===== src/rtl/mem_access_unit.sv =====
// Load/store unit between the core's request handshake and a single data_ram port.
// Handles lane masks, store replication, read-latency wait, load extraction and misalignment errors.
//
// state  | meaning
// IDLE   | ready for a request
// ACCESS | RAM address/enable cycle (write happens here for stores)
// WAIT   | load waiting out RD_LATENCY cycles, address held
// RESP   | one-cycle completion pulse
module mem_access_unit #(
    parameter int RD_LATENCY = 1
) (
    input  logic        clka,
    input  logic        rst,
    input  logic        req_valid,
    output logic        req_ready,
    input  logic        req_we,
    input  logic [1:0]  req_size,
    input  logic        req_unsigned,
    input  logic [31:0] req_addr,
    input  logic [31:0] req_wdata,
    output logic        resp_valid,
    output logic [31:0] resp_rdata,
    output logic        resp_err,
    output logic        busy,
    output logic        ram_ena,
    output logic [3:0]  ram_wea,
    output logic [31:0] ram_addra,
    output logic [31:0] ram_dina,
    input  logic [31:0] ram_douta
);
    typedef enum logic [1:0] {IDLE, ACCESS, WAIT, RESP} state_t;
    localparam logic [2:0] LAT = 3'(RD_LATENCY);

    state_t      state;
    logic [2:0]  cnt;
    logic        lat_we;
    logic [1:0]  lat_size;
    logic        lat_uns;
    logic [1:0]  lat_off;

    logic        req_err;
    logic [3:0]  lane_mask;
    logic [31:0] wdata_rep;
    logic [7:0]  byte_sel;
    logic [15:0] half_sel;
    logic [31:0] load_data;

    assign req_ready = (state == IDLE) && rst;

    always_comb begin
        req_err   = 1'b0;
        lane_mask = 4'b1111;
        wdata_rep = req_wdata;
        case (req_size)
            2'b00: begin
                lane_mask = 4'b0001 << req_addr[1:0];
                wdata_rep = {4{req_wdata[7:0]}};
            end
            2'b01: begin
                req_err   = req_addr[0];
                lane_mask = req_addr[1] ? 4'b1100 : 4'b0011;
                wdata_rep = {2{req_wdata[15:0]}};
            end
            2'b10:   req_err = |req_addr[1:0];
            default: req_err = 1'b1;
        endcase
    end

    always_comb begin
        byte_sel  = ram_douta[{lat_off, 3'b000} +: 8];
        half_sel  = lat_off[1] ? ram_douta[31:16] : ram_douta[15:0];
        load_data = ram_douta;
        case (lat_size)
            2'b00:   load_data = lat_uns ? {24'h0, byte_sel} : {{24{byte_sel[7]}}, byte_sel};
            2'b01:   load_data = lat_uns ? {16'h0, half_sel} : {{16{half_sel[15]}}, half_sel};
            default: load_data = ram_douta;
        endcase
    end

    always_ff @(posedge clka or negedge rst) begin
        if (!rst) begin
            state      <= IDLE;
            cnt        <= 3'd0;
            lat_we     <= 1'b0;
            lat_size   <= 2'b00;
            lat_uns    <= 1'b0;
            lat_off    <= 2'b00;
            resp_valid <= 1'b0;
            resp_rdata <= 32'h0;
            resp_err   <= 1'b0;
            busy       <= 1'b0;
            ram_ena    <= 1'b0;
            ram_wea    <= 4'b0000;
            ram_addra  <= 32'h0;
            ram_dina   <= 32'h0;
        end else begin
            case (state)
                IDLE: begin
                    if (req_valid) begin
                        lat_we   <= req_we;
                        lat_size <= req_size;
                        lat_uns  <= req_unsigned;
                        lat_off  <= req_addr[1:0];
                        busy     <= 1'b1;
                        if (req_err) begin
                            // Errors never reach the RAM; respond straight away.
                            state      <= RESP;
                            resp_valid <= 1'b1;
                            resp_err   <= 1'b1;
                            resp_rdata <= 32'h0;
                        end else begin
                            state     <= ACCESS;
                            ram_ena   <= 1'b1;
                            ram_addra <= {req_addr[31:2], 2'b00};
                            ram_wea   <= req_we ? lane_mask : 4'b0000;
                            ram_dina  <= req_we ? wdata_rep : 32'h0;
                        end
                    end
                end
                ACCESS: begin
                    if (lat_we) begin
                        state      <= RESP;
                        ram_ena    <= 1'b0;
                        ram_wea    <= 4'b0000;
                        resp_valid <= 1'b1;
                        resp_err   <= 1'b0;
                        resp_rdata <= 32'h0;
                    end else begin
                        state <= WAIT;
                        cnt   <= LAT;
                    end
                end
                WAIT: begin
                    if (cnt == 3'd1) begin
                        state      <= RESP;
                        cnt        <= 3'd0;
                        ram_ena    <= 1'b0;
                        resp_valid <= 1'b1;
                        resp_err   <= 1'b0;
                        resp_rdata <= load_data;
                    end else begin
                        cnt <= cnt - 3'd1;
                    end
                end
                RESP: begin
                    state      <= IDLE;
                    resp_valid <= 1'b0;
                    resp_err   <= 1'b0;
                    resp_rdata <= 32'h0;
                    busy       <= 1'b0;
                end
                default: state <= IDLE;
            endcase
        end
    end
endmodule

===== config.mk =====
export PLATFORM = sky130hd
export DESIGN_NAME = mem_access_unit
export DESIGN_NICKNAME = d
export VERILOG_FILES = /design/src/rtl/mem_access_unit.sv
export SDC_FILE = /design/constraint.sdc
export NUM_CORES = 1
export LEC_CHECK = 0
export CAP_MARGIN = 15
export CORE_MARGIN = 4
export CORE_UTILIZATION = 35
export CTS_CLUSTER_SIZE = 20
export DETAILED_ROUTE_END_ITERATION = 8
export PLACE_DENSITY = 0.65
export SYNTH_ARGS = -nofsm -noshare
export SYNTH_HDL_FRONTEND = slang
export SYNTH_SLANG_ARGS = --single-unit

===== constraint.sdc =====
create_clock -name clka -period 3.4 [get_ports clka]
set_input_delay 0.68 -clock clka [delete_from_list [all_inputs] [get_ports clka]]
set_output_delay 0.68 -clock clka [all_outputs]
set_load 0.02 [all_outputs]

==> results by group, run 1 <==
Die
  – DIE AREA: 18400 um2
  – Ports: 208
  – Core ar.: 15900 um2
  – Chip width: 136 um
  – Site row count: 46
  – Initial Utilization: 0.358
  – Die H: approximately 140 um

Power
  – Comb pwr share: 0.480
  – Max rail drop VDD: 0.563 mV
  – Clock power frac: 0.225
  – Sequential fraction of design power: 0.296
  – Sw Ratio: 0.388
  – Switching power: ~0.0030 W
  – Internal power: 0.00465 W
  – Cell Pwr Density: 901 nW/um2
  – Leak: ~3.5 nW

Synthesis
  – #FFs+latches synth: roughly 110
  – EDFF count, synth: 0
  – Post-synthesis cell type count: 52
  – Register area share after synthesis: 0.497
  – Synth area leader: dfrtp_1
  – Synth warnings: 0
  – Top FF cell, synth: dfrtp_1
  – Post-synth top area share: 0.497
  – FFs w/ async S/R, synth: 1.00
  – Most area-consuming cells after synthesis: dfrtp_1, mux2_2, mux2i_1
  – Synthesized area: 5690 um2
  – Syn_area_per_cell: 10.9 um2
  – Synth Instances: 521

Place
  – IO Port Bufs: 205
  – Gpl congestion: approximately 0.9
  – Pre-CTS WS: 0.809 ns
  – Hpwl dp: 13200 um
  – Placed cell area: ~7900 um2

Clock network
  – CTS Buffer Depth: 2
  – # hold bufs at CTS: 0
  – Count of cells resized by post-cts repair: 0
  – Clock root buffer: clkbuf_16
  – Clock latency on the worst-skew pair: ~0.41 ns
  – Post-CTS Repair Setup Buffers: 0
  – Clock transition at path regs: 0.05 ns
  – H-Tree Depth: 4
  – Clk sinks: 113
  – CTS tree: done
  – TritonCTS Buffers: 17

Worst setup path
  – Worst path bufs/invs: 2
  – CP max stage cell: clkdlybuf4s50_1
  – Top delay family on crit path: buffers and inverters
  – Crit path max fanout: 8
  – Crit path DAT: 2.12 ns
  – Crit start category: flip-flop
  – CP Cell Sequence: inv_1, ha_1, and2_1, clkdlybuf4s50_1
  – Crit Path Class: reg2out
  – Critical Path RT: ~2.7 ns
  – CP peak stage delay: 0.62 ns
  – Worst Setup End Kind: output pin

Detailed routing
  – Avg Vias per Cell: 5.24
  – DR vias: 4942
  – Initial DRC Count: 353
  – Drt wl/cell: 19.1 um
  – Residual DRC count: 0
  – DRT Wirelength: 18100 um
  – Detail Route Antenna Nets: 0
  – DR pass1 iterations: 5

STA
  – Fmax: around 360 MHz
  – Worst hold margin: approximately 0.35 ns
  – Slew margin rel.: 0.364
  – # setup viols final: 0
  – Final min period: between 2 and 3 ns
  – Worst-margin pin slew: 0.954 ns
  – Worst Skew: 0.00715 ns
  – Setup TNS: 0 ns
  – Fin. Hold Viols: 0
  – Final Worst Setup Slack: 0.599 ns
  – Tcrit/Tclk final: 0.824
  – RSZ-0062 raised after global routing: false
  – Max Slew Vio Count: 0

GRT
  – Total gr overflow: 0
  – Initial antenna violation count: 0
  – Vias in the first global route: 5278
  – First-pass GRT wire length: roughly 28000 um
  – GRT Util Overall: 0.199
  – Largest net degree at the start of global routing: 95

Cells and area
  – Most frequent cells in the layout: clkdlybuf4s50_1, dfrtp_1, nand2_1
  – Nets: between 800 and 900
  – Antenna Cells: 0
  – FILL cells: around 1400
  – Layout cells sized above 1: 0.130
  – Final cell utilization of the core: 0.531
  – Area delta synth->final: 48.2%
  – Design area: 8440 um2
  – Commonest non-fill, non-tap cell in the layout: clkdlybuf4s50_1

Worst hold path
  – Hold crit path type: in2async

Run
  – Max-cap viol count: 0

Status
  – Status: completed
-- power by group through the flow --
| stage | clock [W] | combinational [W] | sequential, W |
|---|---|---|---|
| final | 0.00171 | 0.00365 | 0.00225 |
| after global routing | 0.00180 | 0.00395 | 0.00232 |
| after global placement | 0 | 0.00358 | 0.00224 |
| after CTS | 0.00174 | 0.00367 | 0.00225 |
| after detailed placement | 0 | 0.00365 | 0.00226 |
| after floorplan | 0 | 0.00177 | 0.00267 |
-- area by class of cell --
class	count	area [um2]	area share
inverter	24	90.1	0.0107
multi-input combinational	346	2560	0.303
tap	216	270	0.0320
clock buffer	20	447	0.0530
sequential	113	2830	0.335
timing repair buffer	214	2130	0.252
clock inverter	11	115	0.0136
-- logic make-up after synthesis --
group | after synthesis | share of synthesized area
DFF | 113 | 0.497
other | 1 | 0.000659
AOI/OAI and AO/OA | 142 | 0.186
adders and majority gates | 7 | 0.0154
buffers and inverters | 63 | 0.0549
muxes | 80 | 0.149
and+or+nand+nor | 115 | 0.0969
-- registers in the layout (all words and copies together), names as in the netlist --
signal / cells
resp_valid: 1
busy: 1
cnt: 3
lat_we: 1
resp_err: 1
lat_uns: 1
state: 2
resp_rdata: 32
ram_ena: 1
ram_wea: 4
lat_size: 2
ram_dina: 32
lat_off: 2
ram_addra: 30
-- synthesized netlist by cell type (3+ instances only) --
cell type  number
dfrtp_1       113
nand2_1        61
mux2i_1        41
mux2_2         39
o21ai_0        27
o211ai_1       25
inv_1          22
o2bb2ai_1      19
o31ai_1        17
clkbuf_1       14
buf_2          12
nor2_1         11
nand2b_1       10
a21oi_1         9
and2_1          8
o221ai_1        8
ha_1            7
nand4_1         7
o22ai_1         7
a21boi_0        6
a221oi_1        6
buf_4           6
a31o_2          5
buf_6           5
nor2b_1         3
nor3_1          3
nor3b_1         3
-- routing by layer --
| layer | share of wire | track usage | wire [um] | vias up |
|---|---|---|---|---|
| met2 | 0.46 | 0.313 | 8380 | 228 |
| met5 | 0 | 0 | 0 | - |
| met1 | 0.41 | 0.243 | 7420 | 2411 |
| met3 | 0.12 | 0.104 | 2090 | 19 |
| met4 | 0.010 | 0.0476 | 181 | 0 |
| li1 | - | - | - | 2284 |
-- final timing paths --
path                                               start                    endpoint  slack (ns)  cells past startpoint
min in group clka               ram_dina[24]$_DFFE_PN0P_    ram_dina[24]$_DFFE_PN0P_        0.48                      2
worst max-delay path                state[1]$_DFFE_PN0P_                   req_ready        0.60                      4
worst min register to register  ram_dina[24]$_DFFE_PN0P_    ram_dina[24]$_DFFE_PN0P_        0.48                      2
max in group asynchronous                            rst      ram_wea[2]$_DFFE_PN0P_        1.68                      3
worst min-delay path                                 rst  resp_rdata[14]$_DFFE_PN0P_        0.35                      2
worst max register to register    lat_off[1]$_DFFE_PN0P_  resp_rdata[18]$_DFFE_PN0P_        0.90                      4
-- per-stage QoR --
step / instances / total power [W]
floorplan: 522 / 0.00443
global placement: 913 / 0.00581
detailed placement: 913 / 0.00591
CTS: 944 / 0.00766
global route: 944 / 0.00807
finish: 944 / 0.00760
No activity file was read; power rests on OpenSTA's default activity.
==> run 2, diff against run 1 <==
PLACE_DENSITY = 0.68   (was 0.65)
clock period = 2.43 ns   (was 3.4 ns; I/O delays follow)
==> run 2 against run 1 <==
  * Routed wire length is 0.13% higher
  * Combinational power rose by 45%
  * Via count up 1.6%
  * Power rose by 42%
  * Critical path type unchanged
  * Sequential cell count did not move
  * Die area stayed put
  * Clock-buffer cell count fell by 2
==> results by group, run 2 (synthesized netlist as in run 1, its figures left out) <==
Detailed routing
  – DR vias: 5021 (+1.6%)
  – Detail Route Antenna Nets: 0 (unchanged)
  – Residual DRC count: 0 (unchanged)
  – DR pass1 iterations: 5 (unchanged)
  – Initial DRC Count: 310 (-12%)
  – Max Used Layer: met4
  – Drt wl/cell: 18.9 um (-1.1%)
  – Wl on met1: 7490 um (+0.94%)
  – Wire length on met2: 8170 um (-2.6%)
  – DRT Wirelength: 18100 um (+0.13%)
  – Avg Vias per Cell: 5.25 (+0.32%)
  – Met3 wire len: 2080 um (-0.62%)

GRT
  – Total gr overflow: 0 (unchanged)
  – First-pass GRT wire length: 28500 um (+0.22%)
  – Largest net degree at the start of global routing: 114 (+20%)
  – GRT Util Overall: 0.201 (+0.00199)
  – Initial antenna violation count: 0 (unchanged)
  – Vias in the first global route: 5404 (+2.4%)

Worst setup path
  – Worst Setup End Kind: output pin
  – CP Cell Sequence: inv_1, ha_1, and2_1, dlygate4sd2_1
  – Top delay family on crit path: buffers and inverters
  – CP max stage cell: dfrtp_1
  – CP peak stage delay: 0.43 ns (-0.19 ns)
  – Critical Path RT: 1.94 ns (-0.78 ns)
  – Crit path max fanout: 5 (-3)
  – Crit Path Class: reg2out
  – Crit start category: flip-flop
  – Crit path DAT: 1.66 ns (-0.46 ns)
  – Worst path bufs/invs: 2 (unchanged)

Die
  – Chip width: 136 um (unchanged)
  – Core ar.: 15900 um2 (unchanged)
  – Site row count: 46 (unchanged)
  – Die H: 136 um (unchanged)
  – Initial Utilization: 0.358 (unchanged)
  – DIE AREA: 18400 um2 (unchanged)
  – Ports: 208 (unchanged)

STA
  – Slew margin rel.: 0.499 (+0.135)
  – Setup TNS: 0 ns (unchanged)
  – RSZ-0062 raised after global routing: false
  – Worst Skew: 0.00807 ns (+0.000923 ns)
  – Fin. Hold Viols: 0 (unchanged)
  – Final min period: approximately 2.2 ns
  – # setup viols final: 0 (unchanged)
  – Fmax: 465 MHz
  – Tcrit/Tclk final: 0.885
  – Max Slew Vio Count: 0 (unchanged)
  – Worst-margin pin slew: 0.750 ns (-0.203 ns)

Cells and area
  – Area delta synth->final: 50.2%
  – Design area: 8550 um2 (+1.3%)
  – Layout cells sized above 1: 0.147 (+0.0168)
  – Most frequent cells in the layout: clkdlybuf4s50_1, dfrtp_1, nand2_1
  – Final Non-Filler Cells: 956 (+1.3%)
  – Commonest non-fill, non-tap cell in the layout: clkdlybuf4s50_1
  – Nets: 837 (+1.3%)
  – Top flop regs: ram_dina (32), resp_rdata (32), ram_addra (30)
  – Antenna Cells: 0 (unchanged)

Power
  – Leak: 3.61 nW (+2.2%)
  – Cell Pwr Density: 1260 nW/um2 (+40%)
  – Max rail drop VDD: 0.777 mV (+38%)
  – Total power: 0.0108 W (+42%)

Clock network
  – # hold bufs at CTS: 0 (unchanged)
  – CTS Buffer Depth: 2 (unchanged)
  – H-Tree Depth: 4 (unchanged)
  – Clock latency on the worst-skew pair: 0.41 ns (about the same)
  – Clk sinks: 113 (unchanged)
  – Clock transition at path regs: 0.06 ns (about the same)
  – CTS tree: done
  – TritonCTS Buffers: 17 (unchanged)
  – Clock root buffer: clkbuf_16

Run
  – Max-cap viol count: 0 (unchanged)

Place
  – # placed instances: 924 (+1.2%)
  – IO Port Bufs: 205 (unchanged)
  – Placed cell area: 7980 um2 (+1.4%)
  – Hpwl dp: 13300 um (+0.97%)
  – Gpl congestion: 0.882 (+0.77%)

Worst hold path
  – Hold crit path type: in2async

Status
  – Status: completed
run 2: cell count changes in the layout (fill, tap and decap cells not counted), sizes merged:
cell           before  now
dlygate4sd2         0    1
buf                10   21
clkinvlp            4    2
bufinv              2    1
clkdlybuf4s50     204  203
clkbuf             20   18
clkinv              7    9
inv                22   26
run 2: area by class of cell:
class	instances	area [um2]
inverter	24	90.1
sequential	113	2830
timing repair buffer	225	2240
clock buffer	18	439
tap	216	270
clock inverter	14	130
fill	1400	7340
multi-input combinational	346	2560
run 2: power by group:
part / total (W) / internal, W / switching, W
Combinational: 0.00528 / 0.00247 / 0.00281
Clock: 0.00241 / 0.00144 / 0.000963
Sequential: 0.00308 / 0.00260 / 0.000483
run 2: path summary, 6_finish.rpt:
kind	from	to	slack, ns	cells past startpoint
setup reg to reg	state[0]$_DFFE_PN0P_	resp_rdata[6]$_DFFE_PN0P_	0.34	6
max in group asynchronous	rst	lat_size[1]$_DFFE_PN0P_	1.77	2
hold reg to reg	ram_dina[15]$_DFFE_PN0P_	ram_dina[15]$_DFFE_PN0P_	0.48	2
min in group clka	ram_dina[15]$_DFFE_PN0P_	ram_dina[15]$_DFFE_PN0P_	0.48	2
hold / removal	rst	resp_rdata[3]$_DFFE_PN0P_	0.19	2
setup / recovery	state[0]$_DFFE_PN0P_	req_ready	0.28	4
run 2: timing repair:
action,in CTS,in global routing
setup buffers,0,0
endpoints found under the setup margin,1,0
gates resized for setup,1,0
run 2: stage by stage:
step                      utilization  hold WS (ns)  setup slack (ns)
after floorplan                     -         0.190             0.606
after global placement          0.502         0.461             0.209
after detailed placement        0.502         0.466             0.139
after CTS                       0.538         0.223             0.236
after global routing            0.538         0.245             0.150
final                           0.538         0.188             0.279
run 2: metal layers:
layer | track usage | up-vias
met5 | 0 | -
met4 | 0.0717 | 0
met3 | 0.0962 | 28
met2 | 0.307 | 256
met1 | 0.249 | 2429
li1 | - | 2308
